File: src/rtl/enc8b10b_pkg.sv
// Shared 8b10b constants: symbol/char widths, the idle comma and the legal control-character set.
package enc8b10b_pkg;
  localparam int SYM_W  = 10;
  localparam int CHAR_W = 9;

  localparam logic [CHAR_W-1:0] K28_5     = 9'h1BC;
  localparam logic [SYM_W-1:0]  K28_5_RDN = 10'h17C;
  localparam logic [SYM_W-1:0]  K28_5_RDP = 10'h283;

  localparam int NUM_LEGAL_K = 12;
  localparam logic [NUM_LEGAL_K-1:0][7:0] LEGAL_K = {
    8'hFE, 8'hFD, 8'hFB, 8'hF7, 8'hFC, 8'hDC,
    8'hBC, 8'h9C, 8'h7C, 8'h5C, 8'h3C, 8'h1C
  };

  function automatic logic is_legal_k(input logic [7:0] b);
    logic hit;
    hit = 1'b0;
    for (int i = 0; i < NUM_LEGAL_K; i++) hit |= (b == LEGAL_K[i]);
    return hit;
  endfunction
endpackage

File: src/rtl/encode_8b10b.sv
// Combinational 8b10b encoder; dataout bit order is {j,h,g,f,i,e,d,c,b,a}.
module encode_8b10b
  import enc8b10b_pkg::*;
(
  input  logic [CHAR_W-1:0] datain,
  input  logic              dispin,
  output logic [SYM_W-1:0]  dataout,
  output logic              dispout
);
  logic [4:0] x;
  logic [2:0] y;
  logic       k, k28, unb6, unb4, mid, alt7;
  logic [5:0] t6, c6;
  logic [3:0] t4, c4;

  always_comb begin
    x = datain[4:0];
    y = datain[7:5];
    k = datain[8];
    k28 = k && (x == 5'd28);
    // 5b/6b table in abcdei order, RD- form
    unique case (x)
      5'd0:  t6 = 6'b100111;  5'd1:  t6 = 6'b011101;  5'd2:  t6 = 6'b101101;  5'd3:  t6 = 6'b110001;
      5'd4:  t6 = 6'b110101;  5'd5:  t6 = 6'b101001;  5'd6:  t6 = 6'b011001;  5'd7:  t6 = 6'b111000;
      5'd8:  t6 = 6'b111001;  5'd9:  t6 = 6'b100101;  5'd10: t6 = 6'b010101;  5'd11: t6 = 6'b110100;
      5'd12: t6 = 6'b001101;  5'd13: t6 = 6'b101100;  5'd14: t6 = 6'b011100;  5'd15: t6 = 6'b010111;
      5'd16: t6 = 6'b011011;  5'd17: t6 = 6'b100011;  5'd18: t6 = 6'b010011;  5'd19: t6 = 6'b110010;
      5'd20: t6 = 6'b001011;  5'd21: t6 = 6'b101010;  5'd22: t6 = 6'b011010;  5'd23: t6 = 6'b111010;
      5'd24: t6 = 6'b110011;  5'd25: t6 = 6'b100110;  5'd26: t6 = 6'b010110;  5'd27: t6 = 6'b110110;
      5'd28: t6 = 6'b001110;  5'd29: t6 = 6'b101110;  5'd30: t6 = 6'b011110;  default: t6 = 6'b101011;
    endcase
    if (k28) t6 = 6'b001111;
    unb6 = ($countones(t6) != 3);
    c6 = (dispin && (unb6 || x == 5'd7)) ? ~t6 : t6;
    mid = dispin ^ unb6;

    // Alternate x.7 avoids a run of five equal bits across the e/i..f/g seam
    alt7 = k || (!mid && (x == 5'd17 || x == 5'd18 || x == 5'd20))
              || ( mid && (x == 5'd11 || x == 5'd13 || x == 5'd14));
    unique case (y)
      3'd0: t4 = 4'b1011;  3'd1: t4 = 4'b1001;  3'd2: t4 = 4'b0101;  3'd3: t4 = 4'b1100;
      3'd4: t4 = 4'b1101;  3'd5: t4 = 4'b1010;  3'd6: t4 = 4'b0110;
      default: t4 = alt7 ? 4'b0111 : 4'b1110;
    endcase
    unb4 = (y == 3'd0) || (y == 3'd4) || (y == 3'd7);
    c4 = t4;
    if (mid && (unb4 || y == 3'd3)) c4 = ~t4;
    else if (k28 && !mid && !unb4 && y != 3'd3) c4 = ~t4;

    dataout = {c4[0], c4[1], c4[2], c4[3], c6[0], c6[1], c6[2], c6[3], c6[4], c6[5]};
    dispout = dispin ^ unb6 ^ unb4;
  end
endmodule

File: src/rtl/serializer_8b10b.sv
// 8b10b serializer: one character per 10 clocks, MSB first, K28.5 idles when nothing is offered.
module serializer_8b10b
  import enc8b10b_pkg::*;
#(
  parameter int                WIDTH     = SYM_W,
  parameter logic [CHAR_W-1:0] IDLE_CHAR = K28_5
)
(
  input  logic              clk_i,
  input  logic              rst_i,
  input  logic [CHAR_W-1:0] data_i,
  input  logic              valid_i,
  output logic              ready_o,
  output logic              serial_o,
  output logic              sob_o,
  output logic              kerr_o,
  output logic              rd_o
);
  logic [3:0]        cnt;
  logic [WIDTH-1:0]  shift_reg;
  logic              rd, sob, kerr;
  logic              boundary, illegal_k, enc_rd;
  logic [CHAR_W-1:0] enc_in;
  logic [SYM_W-1:0]  enc_out;

  assign boundary  = (cnt == 4'(WIDTH-1));
  assign illegal_k = valid_i && data_i[8] && !is_legal_k(data_i[7:0]);

  // Illegal K is consumed but replaced by the comma so the line stays decodable
  always_comb begin
    enc_in = IDLE_CHAR;
    if (valid_i && !illegal_k) enc_in = data_i;
  end

  encode_8b10b u_enc (
    .datain  (enc_in),
    .dispin  (rd),
    .dataout (enc_out),
    .dispout (enc_rd)
  );

  always_ff @(posedge clk_i or posedge rst_i) begin
    if (rst_i) begin
      shift_reg <= '0;
      cnt       <= 4'(WIDTH-1);
      rd        <= 1'b0;
      sob       <= 1'b0;
      kerr      <= 1'b0;
    end else if (boundary) begin
      shift_reg <= enc_out;
      cnt       <= '0;
      rd        <= enc_rd;
      sob       <= 1'b1;
      kerr      <= illegal_k;
    end else begin
      shift_reg <= {shift_reg[WIDTH-2:0], 1'b0};
      cnt       <= cnt + 4'd1;
      sob       <= 1'b0;
      kerr      <= 1'b0;
    end
  end

  assign ready_o  = boundary;
  assign serial_o = shift_reg[WIDTH-1];
  assign sob_o    = sob;
  assign kerr_o   = kerr;
  assign rd_o     = rd;
endmodule

File: config.mk
export PLATFORM = sky130hd
export DESIGN_NAME = serializer_8b10b
export DESIGN_NICKNAME = d
export VERILOG_FILES = /design/src/rtl/enc8b10b_pkg.sv /design/src/rtl/encode_8b10b.sv /design/src/rtl/serializer_8b10b.sv
export SDC_FILE = /design/constraint.sdc
export NUM_CORES = 1
export LEC_CHECK = 0
export BUFFER_PORTS_ARGS = -buffer_cell sky130_fd_sc_hd__buf_2
export CAP_MARGIN = 15
export CORE_ASPECT_RATIO = 0.9
export CORE_MARGIN = 2
export CORE_UTILIZATION = 54
export CTS_CLUSTER_DIAMETER = 30
export DETAILED_ROUTE_END_ITERATION = 8
export PLACE_DENSITY = 0.74
export SLEW_MARGIN = 20
export SYNTH_ARGS = -nofsm -noshare
export SYNTH_HDL_FRONTEND = slang
export SYNTH_SLANG_ARGS = --single-unit
File: constraint.sdc
create_clock -name clk_i -period 1.9 [get_ports clk_i]
set_clock_uncertainty 0.05 [all_clocks]
set_input_delay 0.38 -clock clk_i [delete_from_list [all_inputs] [get_ports clk_i]]
set_output_delay 0.38 -clock clk_i [all_outputs]
set_load 0.01 [all_outputs]
==> reports/results.ini, run 1 <==
[yosys]
synth_cell_types = 60
synth-seq-cells = 17
synth.area.top_cells = dfrtp_1 21%, ha_1 7.7%, nand2_1 5.5%, xnor2_1 3.9%, nor2_1 3.2%
synthFlopType = dfrtp_1
synth_top_cell_by_area = dfrtp_1
synth_edf_count = 0
seq_area_frac_synth = 0.241
synth_area_per_cell_sq_um = 8.27
netlist.area_leader.share = 0.211
async_flop_share = 1.00
synth_cells = 215
syn_area_sq_um = 1780
synthesis.nets = 240
ys_warn_count = 0

[clock_network]
numCtsBuffers = 3
cts_hold_buf = 0
htree_levels = 1
cts_sinks = 17
cts_max_path_buffers = 2
clockRootBuffer = clkbuf_4

[place]
dp_hpwl_mm = 4.45
gp_congestion = 0.919
dp.cells = 337
pre_cts_ws_ns = -3.01
portBuffers = 16

[outcome]
status = did not finish
haltStage = global routing (5_1_grt)
error = [ERROR DPL-0038] Utilization greater than 100%, impossible to legalize

[floorplan]
die_h_um = 58.4
initial_utilization = 0.575
pin_count = 17
die_w_um = 64.5
row_count = 19

[global_route]
grt_max_degree = 26

[timing]
repair-timing-grt-worst-ep = shift_reg[6]$_DFF_PP0_/D
worst_endpoint_kind = register input

[cells by family after synthesis]
group	Yosys count	synth area share
AOI/OAI and AO/OA	59	0.253
xor gates and xnor gates	13	0.0640
adders and majority gates	14	0.106
buffers and inverters	28	0.0598
DFF	17	0.241
muxes	8	0.0535
and+or+nand+nor	76	0.224
[metrics by stage]
step | hold slack, ns | instance area, sq um
2_1_floorplan | 0.255 | 1940
3_3_place_gp | 0.374 | 2610
3_5_place_dp | 0.380 | 2610
4_1_cts | 0.121 | 2870
[cells in the mapped netlist, types with 3 or more instances]
cell type   n
xor2_1      5
inv_1      13
o31ai_1     3
inv_2       3
xnor2_1     8
o21ai_0     9
dfrtp_1    15
nor3_1      3
mux2i_1     5
nor2_1     15
a211oi_1    4
clkbuf_1   11
o21ai_1     7
nor2b_1     8
or3_1       3
ha_1       11
nand2b_1    4
o2111ai_1   3
nand2_1    26
a21oi_1     7
[repair_timing]
item / in CTS
setup endpoints to repair: 12
setup buffers: 19
resized for setup: 19
pin swaps: 12
==> inputs of run 2 (changes only) <==
- CORE_ASPECT_RATIO: 0.9 -> default
- CORE_UTILIZATION: 54 -> 40
- CTS_CLUSTER_DIAMETER: 30 -> default
- PLACE_DENSITY: 0.74 -> default
- PLACE_DENSITY_LB_ADDON: default -> 0.15
- clock period: 1.9 -> 2.5 ns (I/O delays scaled with it)
==> run 2 against run 1 <==
Net effect: the flow now finishes, with violations (negative setup slack); synthesized area did not move; synthesized cell count did not move.
==> reports/results.ini, run 2 <==
[outcome]
status = finished with violations
violations = negative setup slack

[finish]
fillCellCount = 356
drive_gt1_frac = 0.468
final_common_cell = buf_4
n_antenna_cell = 0
multi_input_area_sq_um = 1460
nets = 327
syn2layout_area_growth_pct = 56.7
largest_reg_flops = 10
seqCellArea_sq_um = 428
final_cell_mix = 72 x buf_4, 22 x nand2_1, 15 x dfrtp_1

[detailed_routing]
drt_first_pass_iters = 4
detail_route.vias_per_cell = 5.33
ant_nets = 0
wl_mm = 5.09
drcViolationCount = 0
vias = 1883
post_drt_wl_per_cell_um = 14.4
first_iter_violations = 98

[place]
portBuffers = 16
pre_cts_ws_ns = -2.59
dp_hpwl_mm = 4.01
gp_congestion = 0.889

[timing]
slew_headroom = 0.592
layout_setup_ws_ns = -2.16
rsz0062_at_grt = true
fin_setup_tns_ns = -22.13
setup_violations = 11
fmax_ghz = 0.214
final_max_slew_viol_count = 0
worst_pin_slew_ns = 0.611
fin_crit_ns = 4.66
timing.final.crit_share = 1.87
hold_viol_final = 0

[clock_network]
path_clk_slew_ns = 0.06
cts_hold_buf = 0
htree_levels = 1
cts_max_path_buffers = 2
numCtsBuffers = 3
clkLatencyLatePin_ns = 0.24
tritoncts = yes
cts_sinks = 17
clockRootBuffer = clkbuf_8

[floorplan]
initial_utilization = 0.411
dieArea_sq_um = 4990
pin_count = 17
core_area_sq_um = 4320
row_count = 24
die_h_um = 70.7
die_w_um = 70.7

[yosys]
synth_cell_types = 60
netlist.area_leader.share = 0.211
seq_area_frac_synth = 0.241
synth_cells = 215
yosysMostFrequentCell = nand2_1
synth_top_cell_by_area = dfrtp_1
synth_area_per_cell_sq_um = 8.27
synthTopCellsByCount = 26 x nand2_1, 15 x dfrtp_1, 15 x nor2_1, 13 x inv_1
syn_area_sq_um = 1780
ys_warn_count = 0
synth_edf_count = 0
synth.area.top_cells = dfrtp_1 21%, ha_1 7.7%, nand2_1 5.5%, xnor2_1 3.9%, nor2_1 3.2%
async_flop_share = 1.00
synth-seq-cells = 17
synthesis.nets = 240
synthFlopType = dfrtp_1

[worst_setup_path]
worstSetupPathType = input pin to register
cp-start-kind = input pin
cp.required_ns = 2.58
arrival_ns = 4.75
worstSetupEndpointType = register
crit_path_max_fanout = 5

[power]
vdd_drop_max_mv = 0.281
leakage_nw = 1.26
p_per_area_nw_per_um2 = 477

[global_route]
antenna_found_initial = 0
grt_pass1_vias = 1841
grt_usage = 0.216
globalRouteOverflowTotal = 0
grt_max_degree = 26
grt_pass1_wl_mm = 8.89

[run]
maxCapViolCount = 0

[worst_hold_path]
hp-class = input pin to async pin

-- run 2: path summary, 6_finish.rpt --
path / end / slack [ns] / startpoint / cells past startpoint
setup / recovery: shift_reg[9]$_DFF_PP0_ / -2.16 / data_i[0] / 21
hold / removal: kerr_o$_DFF_PP0_ / 0.27 / rst_i / 2
setup reg to reg: shift_reg[5]$_DFF_PP0_ / 0.59 / cnt[0]$_DFF_PP1_ / 5
hold reg to reg: shift_reg[3]$_DFF_PP0_ / 0.39 / shift_reg[2]$_DFF_PP0_ / 2
max in group asynchronous: cnt[1]$_DFF_PP0_ / 1.74 / rst_i / 2
min in group clk_i: shift_reg[3]$_DFF_PP0_ / 0.39 / shift_reg[2]$_DFF_PP0_ / 2
-- run 2: repair_timing --
action | in CTS | in global routing
setup endpoints to repair | 11 | 11
resized for setup | 18 | 6
pin swaps | 15 | 1
buffers inserted | 5 | 3
-- run 2: power by group --
part           leakage (nW)  switching (mW)  internal, mW  total, mW
registers             0.229          0.0275         0.301      0.328
logic                  1.01           0.348         0.457      0.805
clock network        0.0228          0.0823         0.113      0.195
total                  1.26           0.458         0.870       1.33
-- run 2: final cells by class --
class	instances	area share
multi-input cells	170	0.524
clock buffers	4	0.0162
well taps	52	0.0234
inverters	16	0.0216
flip-flops and latches	17	0.154
repair buffers	94	0.261
-- run 2: layer usage --
metal  track usage  wire length, um  vias to the layer above
met5             0                0                        -
li1              -                -                      945
met2         0.363             2490                       48
met1         0.311             2310                      880
met4        0.0524              102                        0
met3       0.00427              190                       10
-- run 2: metrics by stage --
stage / cells / hold WS [ns] / instance area (sq um) / power (mW) / utilization
after floorplan: 215 / 0.364 / 1940 / 0.762 / -
after global placement: 341 / 0.382 / 2570 / 0.967 / 0.594
after detailed placement: 341 / 0.383 / 2570 / 0.980 / 0.594
after CTS: 350 / 0.290 / 2730 / 1.30 / 0.632
after global routing: 353 / 0.318 / 2790 / 1.42 / 0.644
final: 353 / 0.270 / 2790 / 1.33 / 0.644
-- run 2: worst max-delay path, cell delays in order --
cell and delay, ns:
buf_8 0.10, or3b_4 0.39, and3_4 0.20, a211oi_4 0.18, nand2_2 0.15, ha_4 0.29
nor2b_1 0.04, o21ai_1 0.16, o31ai_2 0.09, a221o_1 0.32, nand2b_1 0.14, o21ai_1 0.08
ha_2 0.19, fa_1 0.46, ha_4 0.29, and4bb_4 0.30, xnor2_4 0.16, mux2i_2 0.31
a2bb2oi_2 0.18, xor2_1 0.15, o21ai_1 0.07
-- run 2: logic make-up after synthesis --
group	Yosys count	share of synthesized area
AOI/OAI and AO/OA	59	0.253
xor gates and xnor gates	13	0.0640
adders and majority gates	14	0.106
buffers and inverters	28	0.0598
DFF	17	0.241
muxes	8	0.0535
and+or+nand+nor	76	0.224
No activity file was read; power rests on OpenSTA's default activity.
